$ cat config.mk
export PLATFORM = sky130hd
export DESIGN_NAME = tc_phase_scheduler
export DESIGN_NICKNAME = d
export VERILOG_FILES = /design/src/rtl/tc_pkg.sv /design/src/rtl/tc_phase_timer.sv /design/src/rtl/tc_phase_scheduler.sv
export SDC_FILE = /design/constraint.sdc
export NUM_CORES = 1
export LEC_CHECK = 0
export BUFFER_PORTS_ARGS = -buffer_cell sky130_fd_sc_hd__buf_4
export CAP_MARGIN = 25
export CORE_MARGIN = 10
export CORE_UTILIZATION = 54
export DETAILED_ROUTE_END_ITERATION = 10
export GPL_TIMING_DRIVEN = 0
export PLACE_DENSITY = 0.81
export SLEW_MARGIN = 20
export SYNTH_ARGS = -nofsm -noshare
export SYNTH_HDL_FRONTEND = slang
export SYNTH_SLANG_ARGS = --single-unit
$ cat constraint.sdc
create_clock -name Clock -period 3.02 [get_ports Clock]
set_input_delay 0.604 -clock Clock [delete_from_list [all_inputs] [get_ports Clock]]
set_output_delay 0.604 -clock Clock [all_outputs]
set_load 0.005 [all_outputs]
$ cat src/rtl/tc_pkg.sv
// Shared definitions for the two-road phase scheduler: phase codes,
// default phase durations and the lamp decode used by the lamp drivers.
package tc_pkg;

    typedef enum logic [2:0] {
        PH_NSG = 3'd0,
        PH_NSY = 3'd1,
        PH_AR1 = 3'd2,
        PH_EWG = 3'd3,
        PH_EWY = 3'd4,
        PH_AR2 = 3'd5
    } phase_e;

    localparam int DEF_NSG_TICKS = 6;
    localparam int DEF_EWG_TICKS = 3;
    localparam int DEF_Y_TICKS   = 2;
    localparam int DEF_AR_TICKS  = 1;
    localparam int DEF_TW        = 4;

    typedef struct packed {
        logic ns_g;
        logic ns_y;
        logic ns_r;
        logic ew_g;
        logic ew_y;
        logic ew_r;
    } lamps_t;

    // Unknown codes decode to all-red so a corrupted phase never shows a conflicting green.
    function automatic lamps_t lamp_vec(input phase_e ph);
        lamps_t l;
        l = '0;
        case (ph)
            PH_NSG:  begin l.ns_g = 1'b1; l.ew_r = 1'b1; end
            PH_NSY:  begin l.ns_y = 1'b1; l.ew_r = 1'b1; end
            PH_EWG:  begin l.ns_r = 1'b1; l.ew_g = 1'b1; end
            PH_EWY:  begin l.ns_r = 1'b1; l.ew_y = 1'b1; end
            default: begin l.ns_r = 1'b1; l.ew_r = 1'b1; end
        endcase
        return l;
    endfunction

endpackage

$ cat src/rtl/tc_phase_timer.sv
// Phase down-counter: loaded with duration-1 on phase entry, decrements on tick,
// saturates at zero; hold suppresses expire so the current phase can be extended.
module tc_phase_timer
    import tc_pkg::*;
#(
    parameter int             TW        = DEF_TW,
    parameter logic [TW-1:0]  RESET_VAL = '0
) (
    input  logic          Clock,
    input  logic          Resetn,
    input  logic          load,
    input  logic [TW-1:0] load_val,
    input  logic          tick,
    input  logic          hold,
    output logic          expire
);

    logic [TW-1:0] count_q;

    // NOTE: sequential state uses non-blocking assignments so every register samples pre-edge values.
    always_ff @(posedge Clock) begin
        if (!Resetn) begin
            count_q <= RESET_VAL;
        end else if (load) begin
            count_q <= load_val;
        end else if (tick && (count_q != '0)) begin
            count_q <= count_q - TW'(1);
        end
    end

    assign expire = tick && (count_q == '0) && !hold;

endmodule

$ cat src/rtl/tc_phase_scheduler.sv
// Six-phase two-road intersection scheduler with programmable durations,
// EW demand hold and pedestrian walk latches (pedestrian logic under TC_PED_EN).
module tc_phase_scheduler
    import tc_pkg::*;
#(
    parameter int NSG_TICKS = DEF_NSG_TICKS,
    parameter int EWG_TICKS = DEF_EWG_TICKS,
    parameter int Y_TICKS   = DEF_Y_TICKS,
    parameter int AR_TICKS  = DEF_AR_TICKS,
    parameter int TW        = DEF_TW
) (
    input  logic       Clock,
    input  logic       Resetn,
    input  logic       tick,
    input  logic       sensor,
    input  logic       ped_req_ns,
    input  logic       ped_req_ew,
    output logic       NS_G,
    output logic       NS_Y,
    output logic       NS_R,
    output logic       EW_G,
    output logic       EW_Y,
    output logic       EW_R,
    output logic       walk_ns,
    output logic       walk_ew,
    output logic [2:0] phase,
    output logic       phase_start
);

    localparam logic [TW-1:0] NSG_LD = TW'(NSG_TICKS - 1);
    localparam logic [TW-1:0] EWG_LD = TW'(EWG_TICKS - 1);
    localparam logic [TW-1:0] Y_LD   = TW'(Y_TICKS - 1);
    localparam logic [TW-1:0] AR_LD  = TW'(AR_TICKS - 1);

    phase_e        phase_q, phase_d;
    lamps_t        lamps_q;
    logic          start_q;
    logic          advance;
    logic          expire;
    logic          hold;
    logic          demand;
    logic [TW-1:0] load_val;

`ifdef TC_PED_EN
    logic pend_ns_q, pend_ew_q;
    logic walk_ns_q, walk_ew_q;
    logic enter_ns, enter_ew, leave_ns, leave_ew;

    assign enter_ns = advance && (phase_d == PH_NSG);
    assign enter_ew = advance && (phase_d == PH_EWG);
    assign leave_ns = advance && (phase_q == PH_NSG);
    assign leave_ew = advance && (phase_q == PH_EWG);

    // A request coinciding with its green entry is served on that edge instead of pending.
    always_ff @(posedge Clock) begin
        if (!Resetn) begin
            pend_ns_q <= 1'b0;
            pend_ew_q <= 1'b0;
            walk_ns_q <= 1'b0;
            walk_ew_q <= 1'b0;
        end else begin
            if (enter_ns) begin
                walk_ns_q <= pend_ns_q | ped_req_ns;
                pend_ns_q <= 1'b0;
            end else begin
                pend_ns_q <= pend_ns_q | ped_req_ns;
                if (leave_ns) walk_ns_q <= 1'b0;
            end
            if (enter_ew) begin
                walk_ew_q <= pend_ew_q | ped_req_ew;
                pend_ew_q <= 1'b0;
            end else begin
                pend_ew_q <= pend_ew_q | ped_req_ew;
                if (leave_ew) walk_ew_q <= 1'b0;
            end
        end
    end

    assign demand  = sensor | pend_ew_q | ped_req_ew;
    assign walk_ns = walk_ns_q;
    assign walk_ew = walk_ew_q;
`else
    logic unused_ped;
    assign unused_ped = ped_req_ns ^ ped_req_ew;
    assign demand     = sensor;
    assign walk_ns    = 1'b0;
    assign walk_ew    = 1'b0;
`endif

    assign hold = (phase_q == PH_NSG) && !demand;

    tc_phase_timer #(
        .TW        (TW),
        .RESET_VAL (NSG_LD)
    ) u_timer (
        .Clock    (Clock),
        .Resetn   (Resetn),
        .load     (advance),
        .load_val (load_val),
        .tick     (tick),
        .hold     (hold),
        .expire   (expire)
    );

    // NOTE: every combinational output is defaulted first so no path through the case infers a latch.
    always_comb begin
        phase_d  = phase_q;
        advance  = 1'b0;
        load_val = NSG_LD;
        case (phase_q)
            PH_NSG:  if (expire) begin phase_d = PH_NSY; advance = 1'b1; end
            PH_NSY:  if (expire) begin phase_d = PH_AR1; advance = 1'b1; end
            PH_AR1:  if (expire) begin phase_d = PH_EWG; advance = 1'b1; end
            PH_EWG:  if (expire) begin phase_d = PH_EWY; advance = 1'b1; end
            PH_EWY:  if (expire) begin phase_d = PH_AR2; advance = 1'b1; end
            PH_AR2:  if (expire) begin phase_d = PH_NSG; advance = 1'b1; end
            default: begin phase_d = PH_NSG; advance = 1'b1; end
        endcase
        case (phase_d)
            PH_NSY, PH_EWY: load_val = Y_LD;
            PH_AR1, PH_AR2: load_val = AR_LD;
            PH_EWG:         load_val = EWG_LD;
            default:        load_val = NSG_LD;
        endcase
    end

    always_ff @(posedge Clock) begin
        if (!Resetn) begin
            phase_q <= PH_NSG;
            lamps_q <= lamp_vec(PH_NSG);
            start_q <= 1'b1;
        end else begin
            phase_q <= phase_d;
            lamps_q <= lamp_vec(phase_d);
            start_q <= advance;
        end
    end

    assign NS_G        = lamps_q.ns_g;
    assign NS_Y        = lamps_q.ns_y;
    assign NS_R        = lamps_q.ns_r;
    assign EW_G        = lamps_q.ew_g;
    assign EW_Y        = lamps_q.ew_y;
    assign EW_R        = lamps_q.ew_r;
    assign phase       = phase_q;
    assign phase_start = start_q;

endmodule

==> metrics.md <==
| Metric | Value |
|---|---|
| FP Rows | 13 |
| I/O Pins | 18 |
| Hold endpoint | u_timer.count_q[2] |
| Register area | 280 µm² |
| Placement-stage cell area | 843 µm² |
| Starting Density | 56.9% |
| Total Wirelength | 1.56 mm |
| Final setup viols | 0 |
| Critical path's largest stage delay | 380 ps |
| # port buffers | 12 |
| Critical-path top delay cell | or3b_1 |
| Clock Path Buffers | 2 |
| Iteration-0 DRC count of the detailed router | 22 |
| Synth area leaders | dfxtp_1, nand2_1, nand2b_1, ha_1, a21oi_1 |
| Static Leak | 0.366 nW |
| Clock transition at path regs | 90 ps |
| Wire per inst | 13.6 µm |
| Die height | 56.8 µm |
| Crit Path Category | flop to flop |
| Setup bufs post-CTS | 0 |
| Slew Limit Fails | 0 |
| Worst path arrival time | 1910 ps |
| Largest net degree at the start of global routing | 11 |
| Worst clock skew | 4.01 ps |
| Crit path launch type | flop |
| RSZ-0062 raised after global routing | no |
| Synth async-reset ratio | 0% |
| CP endpoint kind | flop |
| H-Tree Depth | 1 |
| Required time of the critical path | 3230 ps |
| Fin cells | 115 |
| TritonCTS buffer count | 3 |
| Gate Count Post-Synth | 83 |
| Hold Buf Count CTS | 0 |
| Synthesized area per cell | 8.80 µm² |
| Sequential-to-total area share from yosys stat | 38.4% |
| Fmax | 587 MHz |
| Chip width | 56.8 µm |
| Tmin final | 1700 ps |
| First-pass GRT wire length | 2.73 mm |
| Core area | 1280 µm² |
| Worst Reg2Reg Path Length in Cells | 6 |
| Vias in the first global route | 633 |
| DRC | 0 |
| Cell area after layout | 880 µm² |
| Most frequent cells in the layout | dfxtp_1, buf_4, nand2_1, nand2b_1 |
| GPL Wtd Cong | 0.866 |
| Pwr/cell area | 414 nW/µm² |
| Worst path cell trace | inv_1, ha_1, or3b_1, nand2_1, mux2_2, o22ai_1 |
| # resized after CTS | 0 |
| EDFF count, synth | 0 |
| Area of the multi-input gates | 404 µm² |
| Area Overhead vs Synth | 20.4% |
| Setup TNS Final | 0 ps |
| Initial antenna violation count | 0 |
| Diode count | 0 |
| Overall Global Routing Usage | 10.1% |
| Hold_sp | u_timer.count_q[2] |
| Synth warn | 0 |
| R2R Path End | u_timer.count_q[1] |
| Reg-to-reg setup timing slack | 1320 ps |
| Clk_lat worst skew | 280 ps |
| Final nets | 109 |
| DP HPWL | 1.22 mm |
| Ys flop type | dfxtp_1 |
| TritonCTS clock tree | built |
| CTS Sinks | 14 |
| Period utilization | 56.4% |
| Worst vdd ir | 0.277 mV |
| First drt pass iteration count | 4 |
| Synth cell types | 39 |
| Hold Crit Depth | 2 |
| Final Hold Viols | 0 |
| Root Driver | clkbuf_4 |
| Post-synth top area share | 38.4% |
| Max-Cap Viols | 0 |
| Share of cells above drive strength 1 | 26.0% |
| Routed vias/inst | 5.68 |
| Post-synth top area cell | dfxtp_1 |
| Total grt overflow | 0 |
| Status | finished clean |
| Synthesized flop and latch total | 14 |
| Fillers | 112 |
| Via count | 653 |
| Placed Cells incl. Taps | 111 |
| Cell area after synthesis | 731 µm² |
| Worst hold-check path type | flop to flop |
| Total power | 364 µW |
| Reg-to-reg critical path startpoint | u_timer.count_q[0] |
| CP max FO | 4 |
| Die Area | 3220 µm² |
| Post-DRT Antenna Nets | 0 |
==> Yosys cell counts (all sizes together) (2+ instances only) <==
master / number
dfxtp: 14
nand2: 9
a21oi: 5
nand2b: 5
o21ai: 5
buf: 4
nor2: 4
clkbuf: 3
nand3: 3
a21boi: 2
ha: 2
inv: 2
nor3: 2
o211ai: 2
o31ai: 2
==> critical path, delay by kind of cell, from the launching register on <==
family / cells / cell delay [ps]
buffers and inverters: 1 / 90
AND/OR/NAND/NOR: 2 / 500
adder cells (fa/ha/maj): 1 / 190
AO/OA/AOI/OAI: 1 / 160
flip-flops: 1 / 340
multiplexers: 1 / 350
==> cell type report <==
class | instances | share of cell area, %
Tap cell | 15 | 2.13
Clock buffer | 4 | 4.13
Sequential cell | 14 | 31.9
Timing Repair Buffer | 12 | 10.2
Buffer | 7 | 4.84
Multi-Input combinational cell | 61 | 45.9
Inverter | 2 | 0.853
==> metrics by stage <==
stage,util [%],setup slack (ps),hold WS [ps]
final,68.5,1320,567
after global routing,68.5,1220,613
after CTS,68.5,1300,577
after detailed placement,65.6,1300,553
after global placement,65.6,1330,539
after floorplan,-,1480,501
==> cells by family (layout without fill, tap and decap cells) <==
group	count (synthesis)	after routing	synth area share [%]
mux	1	1	1.54
simple gates	31	31	24.1
compound gates	23	23	22.8
fa+ha+maj	2	2	3.42
buf+inv	9	25	6.85
other cells	1	2	0.513
flops	14	14	38.4
xor+xnor	2	2	2.40
==> power by group <==
group          internal (mW)  switching (mW)
clock network         0.0734          0.0614
logic                 0.0181          0.0183
registers              0.189         0.00350
==> registers in the layout, indices dropped and copies added, names as in the netlist <==
name,cells
phase_start,1
NS_Y,1
u_timer.count_q,4
EW_Y,1
NS_R,1
EW_R,1
EW_G,1
NS_G,1
phase,3
==> per-layer routing <==
layer / vias to the layer above / part of all wire, % / global-route usage, %
li1: 329 / - / -
met5: - / 0 / 0
met3: 2 / 5.8 / 4.27
met2: 18 / 52 / 16.6
met1: 304 / 42 / 11.4
met4: 0 / 0.77 / 3.02
==> worst max-delay path by stage <==
| stage | startpoint | endpoint | slack [ps] | cells after the start |
|---|---|---|---|---|
| 2_1_floorplan | u_timer.count_q[0] | u_timer.count_q[1] | 1480 | 6 |
| 3_3_place_gp | tick | u_timer.count_q[0] | 1330 | 6 |
| 3_5_place_dp | tick | u_timer.count_q[0] | 1300 | 6 |
| 4_1_cts | u_timer.count_q[0] | u_timer.count_q[1] | 1300 | 6 |
| 5_1_grt | u_timer.count_q[0] | u_timer.count_q[1] | 1220 | 6 |
| 6_report | u_timer.count_q[0] | u_timer.count_q[1] | 1320 | 6 |
(Power assumes the default switching activity.)
